==> config.mk <==
export PLATFORM = sky130hd
export DESIGN_NAME = v_upd_issue
export DESIGN_NICKNAME = d
export VERILOG_FILES = /design/src/rtl/v_pkg.sv /design/src/rtl/v_upd_fifo.sv /design/src/rtl/v_upd_issue.sv
export SDC_FILE = /design/constraint.sdc
export NUM_CORES = 1
export LEC_CHECK = 0
export ABC_AREA = 1
export CAP_MARGIN = 10
export CELL_PAD_IN_SITES_DETAIL_PLACEMENT = 0
export CELL_PAD_IN_SITES_GLOBAL_PLACEMENT = 1
export CORE_AREA = 3 3 145 147
export CTS_CLUSTER_SIZE = 28
export DETAILED_ROUTE_END_ITERATION = 12
export DIE_AREA = 0 0 148 150
export GPL_TIMING_DRIVEN = 0
export PLACE_DENSITY_LB_ADDON = 0.1
export SYNTH_ARGS = -nofsm -noshare
export SYNTH_HDL_FRONTEND = slang
export SYNTH_SLANG_ARGS = --single-unit
==> constraint.sdc <==
create_clock -name clk -period 4.1 [get_ports clk]
set_clock_uncertainty 0.05 [all_clocks]
set_input_delay 0.82 -clock clk [delete_from_list [all_inputs] [get_ports clk]]
set_output_delay 0.82 -clock clk [all_outputs]
set_load 0.1 [all_outputs]
==> src/rtl/v_pkg.sv <==
// Shared types for the list-update path: command fields, the update bundle
// carried from the issue stage into the pipeline, and the issue FIFO depth.
package v_pkg;

    localparam int ID_W   = 4;
    localparam int CMD_W  = 2;
    localparam int KEY_W  = 8;
    localparam int SIZE_W = 8;

    typedef logic [ID_W-1:0]   id_t;
    typedef logic [CMD_W-1:0]  cmd_t;
    typedef logic [KEY_W-1:0]  key_t;
    typedef logic [SIZE_W-1:0] size_t;

    typedef struct packed {
        id_t   prod_id;
        cmd_t  cmd;
        key_t  key;
        size_t size;
    } upd_t;

    localparam int UPD_W       = $bits(upd_t);
    localparam int UPD_ISSUE_N = 4;

    // True when an occupied slot carries the given producer id.
    function automatic logic id_hit(input logic vld, input id_t slot_id, input id_t id);
        return vld && (slot_id == id);
    endfunction

endpackage

==> src/rtl/v_upd_fifo.sv <==
// In-order FIFO of update commands. The caller guarantees push only when not
// full and pop only when not empty; pointers wrap naturally since N is a
// power of two. Head data is a direct read of the read-pointer slot.
module v_upd_fifo
    import v_pkg::*;
#(
    parameter int  N = UPD_ISSUE_N,
    parameter type T = upd_t
) (
    input  logic                   clk,
    input  logic                   rst,
    input  logic                   push,
    input  T                       push_data,
    input  logic                   pop,
    output T                       head,
    output logic [$clog2(N):0]     occ,
    output logic                   full,
    output logic                   empty
);

    localparam int AW = $clog2(N);
    localparam logic [AW:0] FULL_OCC = (AW+1)'(N);

    T              mem [N];
    logic [AW-1:0] wr_ptr;
    logic [AW-1:0] rd_ptr;

    // Storage write; contents need no reset because occ gates every read.
    always_ff @(posedge clk) begin
        if (push) begin
            mem[wr_ptr] <= push_data;
        end
    end

    // Pointer and occupancy bookkeeping; simultaneous push/pop leaves occ unchanged.
    always_ff @(posedge clk) begin
        if (rst) begin
            wr_ptr <= '0;
            rd_ptr <= '0;
            occ    <= '0;
        end else begin
            if (push) wr_ptr <= wr_ptr + 1'b1;
            if (pop)  rd_ptr <= rd_ptr + 1'b1;
            case ({push, pop})
                2'b10:   occ <= occ + 1'b1;
                2'b01:   occ <= occ - 1'b1;
                default: occ <= occ;
            endcase
        end
    end

    assign head  = mem[rd_ptr];
    assign full  = (occ == FULL_OCC);
    assign empty = (occ == '0);

endmodule

==> src/rtl/v_upd_issue.sv <==
// Issue stage ahead of the list-update pipeline. Commands are buffered in an
// in-order FIFO; the head is issued onto a registered one-cycle update bus
// unless its producer already has an update in flight (issue register or
// pipeline S1..S4), which keeps at most one update per producer in flight.
//
// Input handshake: a command transfers on a rising clk edge where
// i_in_vld and o_in_rdy are both high. o_in_rdy depends only on rst and the
// registered occupancy, never on i_in_vld or on a same-cycle pop, so a full
// FIFO cannot accept even in the cycle it issues. The update bus has no
// backpressure: o_upd_vld_r high for one cycle is one update.
module v_upd_issue
    import v_pkg::*;
#(
    parameter int N       = UPD_ISSUE_N,
    parameter int STALL_W = 16
) (
    input  logic                  clk,
    input  logic                  rst,
    input  logic                  i_in_vld,
    output logic                  o_in_rdy,
    input  id_t                   i_in_prod_id,
    input  cmd_t                  i_in_cmd,
    input  key_t                  i_in_key,
    input  size_t                 i_in_size,
    input  logic                  i_s1_upd_vld_r,
    input  id_t                   i_s1_upd_prod_id_r,
    input  logic                  i_s2_upd_vld_r,
    input  id_t                   i_s2_upd_prod_id_r,
    input  logic                  i_s3_upd_vld_r,
    input  id_t                   i_s3_upd_prod_id_r,
    input  logic                  i_s4_upd_vld_r,
    input  id_t                   i_s4_upd_prod_id_r,
    output logic                  o_upd_vld_r,
    output id_t                   o_upd_prod_id_r,
    output cmd_t                  o_upd_cmd_r,
    output key_t                  o_upd_key_r,
    output size_t                 o_upd_size_r,
    output logic [$clog2(N):0]    o_occ_r,
    output logic                  o_busy,
    input  logic                  i_stall_clr,
    output logic [STALL_W-1:0]    o_stall_cnt_r
);

    logic               push;
    logic               pop;
    logic               full;
    logic               empty;
    logic               hz;
    upd_t               in_upd;
    upd_t               head_upd;
    logic [$clog2(N):0] occ;

    assign in_upd = '{prod_id: i_in_prod_id, cmd: i_in_cmd, key: i_in_key, size: i_in_size};

    assign o_in_rdy = !rst && !full;
    assign push     = i_in_vld && o_in_rdy;

    v_upd_fifo #(
        .N (N),
        .T (upd_t)
    ) u_fifo (
        .clk       (clk),
        .rst       (rst),
        .push      (push),
        .push_data (in_upd),
        .pop       (pop),
        .head      (head_upd),
        .occ       (occ),
        .full      (full),
        .empty     (empty)
    );

    // Head collides with any in-flight update: issue register or pipeline S1..S4.
    always_comb begin
        hz = id_hit(o_upd_vld_r,    o_upd_prod_id_r,    head_upd.prod_id)
           | id_hit(i_s1_upd_vld_r, i_s1_upd_prod_id_r, head_upd.prod_id)
           | id_hit(i_s2_upd_vld_r, i_s2_upd_prod_id_r, head_upd.prod_id)
           | id_hit(i_s3_upd_vld_r, i_s3_upd_prod_id_r, head_upd.prod_id)
           | id_hit(i_s4_upd_vld_r, i_s4_upd_prod_id_r, head_upd.prod_id);
    end

    assign pop = !empty && !hz;

    // Issue register: one-cycle pulse on pop; payload holds between issues.
    always_ff @(posedge clk) begin
        if (rst) begin
            o_upd_vld_r     <= 1'b0;
            o_upd_prod_id_r <= '0;
            o_upd_cmd_r     <= '0;
            o_upd_key_r     <= '0;
            o_upd_size_r    <= '0;
        end else begin
            o_upd_vld_r <= pop;
            if (pop) begin
                o_upd_prod_id_r <= head_upd.prod_id;
                o_upd_cmd_r     <= head_upd.cmd;
                o_upd_key_r     <= head_upd.key;
                o_upd_size_r    <= head_upd.size;
            end
        end
    end

    // Saturating count of cycles the head was held back by a hazard; clear wins.
    always_ff @(posedge clk) begin
        if (rst || i_stall_clr) begin
            o_stall_cnt_r <= '0;
        end else if (!empty && hz && (o_stall_cnt_r != '1)) begin
            o_stall_cnt_r <= o_stall_cnt_r + 1'b1;
        end
    end

    // Structural invariants of the push/pop control.
    always_ff @(posedge clk) begin
        if (!rst) begin
            assert (!(push && full));
            assert (!(pop && empty));
            assert (!(pop && hz));
        end
    end

    assign o_occ_r = occ;
    assign o_busy  = (occ != '0) || o_upd_vld_r;

endmodule
# ---- Word level (Yosys, flattened, before mapping)
# Memories as Yosys holds them, arrays and structs flattened. A register that Yosys moved wholly into a read port is not among the register bits.
# Index checks and enable logic that the tools add are counted.
dict set report totals {
  word_cells 52
  mem_bits_rw 88
  mem_count 1
  inputBits 46
  regBits 46
}
# name depth word_bits read_ports rd_clocked_by_memory_dff wr line_no
set mem_list {}
lappend mem_list {u_fifo.mem 4 22 1 1 1 v_upd_fifo.sv:24} ;# T mem [N];
dict set report op_classes {
  mux 5
  eq_ne 9
  n_bitwise 4
  reduce_logical 19
  n_addsub 5
}
# op n
set ops {}
lappend ops {{4-bit equality test} 5}
lappend ops {{16-bit by 1-bit adder with 16-bit output (second input constant)} 1}
lappend ops {{16-bit != test (second input constant)} 1}
lappend ops {{1-bit logical AND} 10}
lappend ops {{3-bit case mux with 2 select lines} 1}
lappend ops {{2-bit by 1-bit adder with 2-bit output (second input constant)} 2}
lappend ops {{1-bit logical NOT} 4}
lappend ops {{2-bit 2-to-1 mux} 2}
lappend ops {{1-bit bitwise OR} 4}
lappend ops {{3-bit by 1-bit adder with 3-bit output (second input constant)} 1}
lappend ops {{3-bit equality test (second input constant)} 1}
lappend ops {{3-bit logical NOT} 1}
lappend ops {{3-bit nonzero test} 1}
lappend ops {{3-bit by 1-bit subtractor with 3-bit output (second input constant)} 1}
lappend ops {{2-bit by 1-bit equality test with 1-bit output (second input constant)} 1}
lappend ops {{2-bit equality test (second input constant)} 1}
lappend ops {{1-bit logical OR} 2}
lappend ops {{1-bit 2-to-1 mux} 2}
lappend ops {{2-bit nonzero test} 1}

# ---- Longest topological paths before layout
dict set report logic_depth {
  word_depth 10
  ltp_mapped 20
  mapped_depth_nobuf 19
}

# ---- Hierarchy
# Synthesis repeated with hierarchy kept, for this count alone.
dict set report unflattened {
  hier_cells 680
  area_unflattened_um2 6135.9
}
# module area_per_inst_um2 seq_area_each_um2 instances cells_each
set by_module_without_submodules {}
lappend by_module_without_submodules {v_upd_fifo 3738.6 2822.7 1 271}
lappend by_module_without_submodules {v_upd_issue 2397.3 780.7 1 409}

# ---- Worst setup path before layout
# No wires, ideal clock.
dict set report synth_timing {
  kind {register to register}
  startpoint {register u_fifo.occ[1]}
  endpoint {memory u_fifo.mem[0][0] in the netlist's numbering, enable pin}
  path_stages_with_launch 6
  slack_ns -0.630
  setup_time_ns 0.401
  arrival_ns 4.279
  cell_sequence {dfxtp_1 > inv_1 > a31oi_1 > nand2_1 > clkbuf_1 > nor2_1}
}
dict set report synth_between {
  elab_chain_cells 6
}
# element line_no
set synth_lines {}
lappend synth_lines {{start, declared} v_upd_fifo.sv:16} ;# output logic [$clog2(N):0] occ,
lappend synth_lines {{start signal, assigned} v_upd_fifo.sv:45} ;# 2'b10: occ <= occ + 1'b1;
lappend synth_lines {{start signal, assigned} v_upd_fifo.sv:46} ;# 2'b01: occ <= occ - 1'b1;
lappend synth_lines {{3-bit equality test} v_upd_fifo.sv:53} ;# assign full = (occ == FULL_OCC);
lappend synth_lines {{1-bit logical NOT} v_upd_issue.sv:55} ;# assign o_in_rdy = !rst && !full;
lappend synth_lines {{1-bit logical AND} v_upd_issue.sv:55}
lappend synth_lines {{via o_in_rdy} v_upd_issue.sv:20} ;# output logic o_in_rdy,
lappend synth_lines {{1-bit logical AND} v_upd_issue.sv:56} ;# assign push = i_in_vld && o_in_rdy;
lappend synth_lines {{1-bit 2-to-1 mux} v_upd_fifo.sv:30} ;# if (push) begin
lappend synth_lines {{1-bit 2-to-1 mux (not written as such)} v_upd_fifo.sv:31} ;# mem[wr_ptr] <= push_data;
lappend synth_lines {{end, declared} v_upd_fifo.sv:24}
# The timed path passes the listed nets, and every way through them passes these cells.

# ---- Final worst setup path
dict set report layout_timing {
  startpoint {register u_fifo.occ[2]}
  endpoint {output o_busy}
}
dict set report layout_between {
  elab_chain_cells 2
}
# element line_no
set layout_lines {}
lappend layout_lines {{3-bit nonzero test} v_upd_issue.sv:122} ;# assign o_busy = (occ != '0) || o_upd_vld_r;
lappend layout_lines {{1-bit logical OR} v_upd_issue.sv:122}
lappend layout_lines {{end, declared} v_upd_issue.sv:39} ;# output logic o_busy,
# No other way between the ends.

==> impl_results.md <==
* Status: completed
* Post-synthesis sequential area ratio at 60.9%
* Worst setup SP type: flip-flop
* Pin count of the biggest net entering global routing at 23
* Final ANT Viol Nets at 0
* #FFs+latches synth at around 140
* H-tree Lvls at 4
* Die area at roughly 22000 um^2
* Initial antenna violation count at 0
* Worst setup EP type: output pin
* Sum Neg Setup Slack at 0 ns
* Final wirelength at approximately 16000 um
* Routability cong. at ~0.75
* GRT overflow at 0
* Reg clk slew, reported paths at around 0.06 ns
* IR drop worst, VDD at between 500 and 600 uV
* CP Data Required Time at roughly 3.2 ns
* Antenna cells at 0
* Total power at roughly 5900 uW
* Slew Viols, Final at 0
* Leakage at between 0.002 and 0.003 uW
* Maximum Capacitance Violations at 0
* Drt first pass iters at 5
* Crit-path max FO at 4
* R2R Path End: u_fifo.occ[2]$_SDFFE_PP0P_
* R2R setup slack at 1.36 ns
* CP Buf/Inv Count at 2
* Post-Synthesis Cell Area at roughly 6000 um^2
* Final Hold Slack at about 0.42 ns
* CTS Buffer Depth at 2
* Area fraction of the dominant cell type after synthesis at around 45%
* Slew at the pin closest to its max-slew limit at slightly below 1 ns
* Vias at roughly 4500
* Initial DRC count at roughly 230
* Top cells by count, synth: 143 x nand2_1, 88 x edfxtp_1, 62 x nand3_1, 48 x dfxtp_1, 44 x a21oi_1
* Hold Violations, Final at 0
* Critical path class: flip-flop to output pin
* Top Ports at 90
* CP delay by family, top: buffers and inverters
* Xor/xnor share of the synthesized area at 1.93%
* Commonest register cell after synthesis: edfxtp_1
* Setup violations, final at 0
* Synth area leader: edfxtp_1
* Max-slew headroom at 33.8%
* Slowest cell on the critical path: clkdlybuf4s50_1
* Number of global-route vias before repair at roughly 4400
* Fraction of registers with async set/reset at 0%
* Path category of the worst min-delay check: flip-flop to flip-flop
* Synth cell types at 35
* Fin crit share at about nine tenths
* Root Buffer: clkbuf_16
* Number of flops mapped to enable cells by yosys at between 80 and 90
* Count leader, synth: nand2_1
* Total track usage at 14.2%
* RSZ-0062 raised after global routing: no
* Resized Gates After CTS at 0
* R2r worst-path depth at 18
* Post-Syn Instances at about 600
* Routed length per instance at about 16 um
* Worst Path Arrival at roughly 2.9 ns
* P&R area growth vs syn at 31.8%
* Dpl hpwl at between 10000 and 15000 um
* Power Dens Cells at between 700 and 800 nW/um^2
* Synth warn at 0
* CTS Buf Count at 17
* Port Buffers at roughly 90
* Initial Utilization at slightly below 30%
* Max incr delay on CP at between 0.9 and 1 ns
* Largest family of logic cells by synthesized area: simple AND/OR/NAND/NOR gates
* Core area at roughly 20000 um^2
* Proportion of synthesized area in mux cells at 0%
* CTS hold repair buffers at 0
* Mapped Nets at between 600 and 700
* Fmax at 266 MHz
* Clk_lat worst skew at roughly 0.42 ns
* Syn avg cell area at slightly above 10 um^2
* Site row count at 52
* Ranking of synthesized cells by area: edfxtp_1 45%, dfxtp_1 16%, nand2_1 9.1%
* Net count reported at finish at ~740
* Hold_sp: u_fifo.rd_ptr[1]$_SDFFE_PP0P_
* Worst hold path stage count at 2
* Die Ht at around 150 um
* CTS tree: done
* Worst Hold End: u_fifo.rd_ptr[1]$_SDFFE_PP0P_
* Die width at ~150 um
* Final routed DRC violation total at 0
* Share of cells above drive strength 1 at between 10% and 20%
* Post-CTS Setup Bufs at 0
* First-pass GRT wire length at 24100 um
* Min cycle time layout at approximately 3.8 ns
* Clk sink count at between 100 and 150
* Vias per cell at 4.61
* Worst-path cell chain: nor3_1 -> inv_1 -> or2_2 -> clkdlybuf4s50_1
* Simple-gate portion of the synthesized area at roughly a fifth
* Post-synthesis compound-gate area fraction at between 10% and 20%
* Adder-Cell Fraction of Synth Area at roughly 1.4%
## tightest hold or removal path, delay by kind of cell (launching register included)
family,cells,cell delay [ns]
compound gates,1,0.06
flops,1,0.31
buf+inv,1,0.06
## how the worst max path moves through the flow
stage / from / endpoint / slack, ns / cells after the start
2_1_floorplan: u_fifo.occ[1]$_SDFFE_PP0P_ / u_fifo.mem[2][0]$_DFFE_PP_ / 0.08 / 5
3_3_place_gp: rst / u_fifo.mem[1][6]$_DFFE_PP_ / -0.20 / 5
3_5_place_dp: rst / o_in_rdy / 0.56 / 3
4_1_cts: u_fifo.occ[2]$_SDFFE_PP0P_ / o_busy / 0.32 / 4
5_1_grt: u_fifo.occ[0]$_SDFFE_PP0P_ / o_busy / 0.20 / 4
6_report: u_fifo.occ[2]$_SDFFE_PP0P_ / o_busy / 0.35 / 4
## stage by stage
stage	util (%)	cells	area [um^2]	worst slack (ns)
global route	38.9	975	7790	0.199
global placement	35.7	943	7150	-0.202
CTS	38.9	975	7790	0.323
detailed placement	35.8	943	7180	0.557
floorplan	-	584	5920	0.0803
finish	38.9	975	7790	0.347
## layer usage
metal / GRT usage (%) / vias to the layer above / wire length (um) / part of all wire [%]
met2: 23.7 / 103 / 7610 / 48
met3: 4.18 / 12 / 862 / 5.5
met4: 3.93 / 0 / 159 / 1.0
met5: 0 / - / 0 / 0
met1: 18.0 / 2141 / 7060 / 45
li1: - / 2243 / - / -
## sequential cells by signal, indices dropped and copies added, names as in the netlist, named ones only
register / count
u_fifo.mem: 88
u_fifo.wr_ptr: 2
u_fifo.occ: 3
o_upd_cmd_r: 2
o_upd_prod_id_r: 4
u_fifo.rd_ptr: 2
o_upd_size_r: 8
o_upd_vld_r: 1
o_upd_key_r: 8
o_stall_cnt_r: 16
## logic make-up (layout without fill, tap and decap cells)
family                   after synthesis  in the layout
adder cells (fa/ha/maj)                6              6
AND/OR/NAND/NOR                      267            267
AO/OA/AOI/OAI                         94             94
buffers and inverters                 68            189
XOR/XNOR                              13             13
flip-flops                           136            136
## power breakdown
| group | total (uW) | leakage, uW | internal (uW) | switching, uW |
|---|---|---|---|---|
| sequential | 1750 | 0.00119 | 1640 | 114 |
| combinational | 2620 | 0.00132 | 706 | 1920 |
| clock | 1570 | 0.000293 | 947 | 619 |
## placed cells by master, fill, tap and decap left out, types with 3 or more instances in the layout
master / netlist / routed
nand3_1: 62 / 62
ha_1: 5 / 5
buf_1: 3 / 3
a32o_1: 18 / 18
a21oi_1: 44 / 44
edfxtp_1: 88 / 88
clkinv_4: 1 / 3
nand2_2: 5 / 5
nand2_4: 3 / 3
clkbuf_16: 0 / 17
xor2_1: 7 / 7
nor2_1: 32 / 28
o21ai_1: 6 / 6
nand2_1: 143 / 143
inv_1: 39 / 39
inv_8: 0 / 3
clkbuf_1: 12 / 12
clkinvlp_4: 0 / 3
nor3_1: 7 / 7
clkdlybuf4s50_1: 0 / 89
buf_2: 3 / 3
inv_6: 0 / 3
nor2_4: 0 / 4
dfxtp_1: 48 / 48
o21ai_0: 16 / 16
xnor2_1: 6 / 6
o21ai_2: 9 / 9
buf_6: 6 / 6
nand3b_1: 5 / 5
## final cells by class
type | count | area [um^2]
tap | 270 | 338
fill | 2047 | 12200
inverter | 43 | 169
multi-input combinational | 380 | 2030
clock buffer | 19 | 453
buffer | 25 | 146
clock inverter | 13 | 160
sequential | 136 | 3600
timing repair buffer | 89 | 891
(Power assumes the default switching activity.)
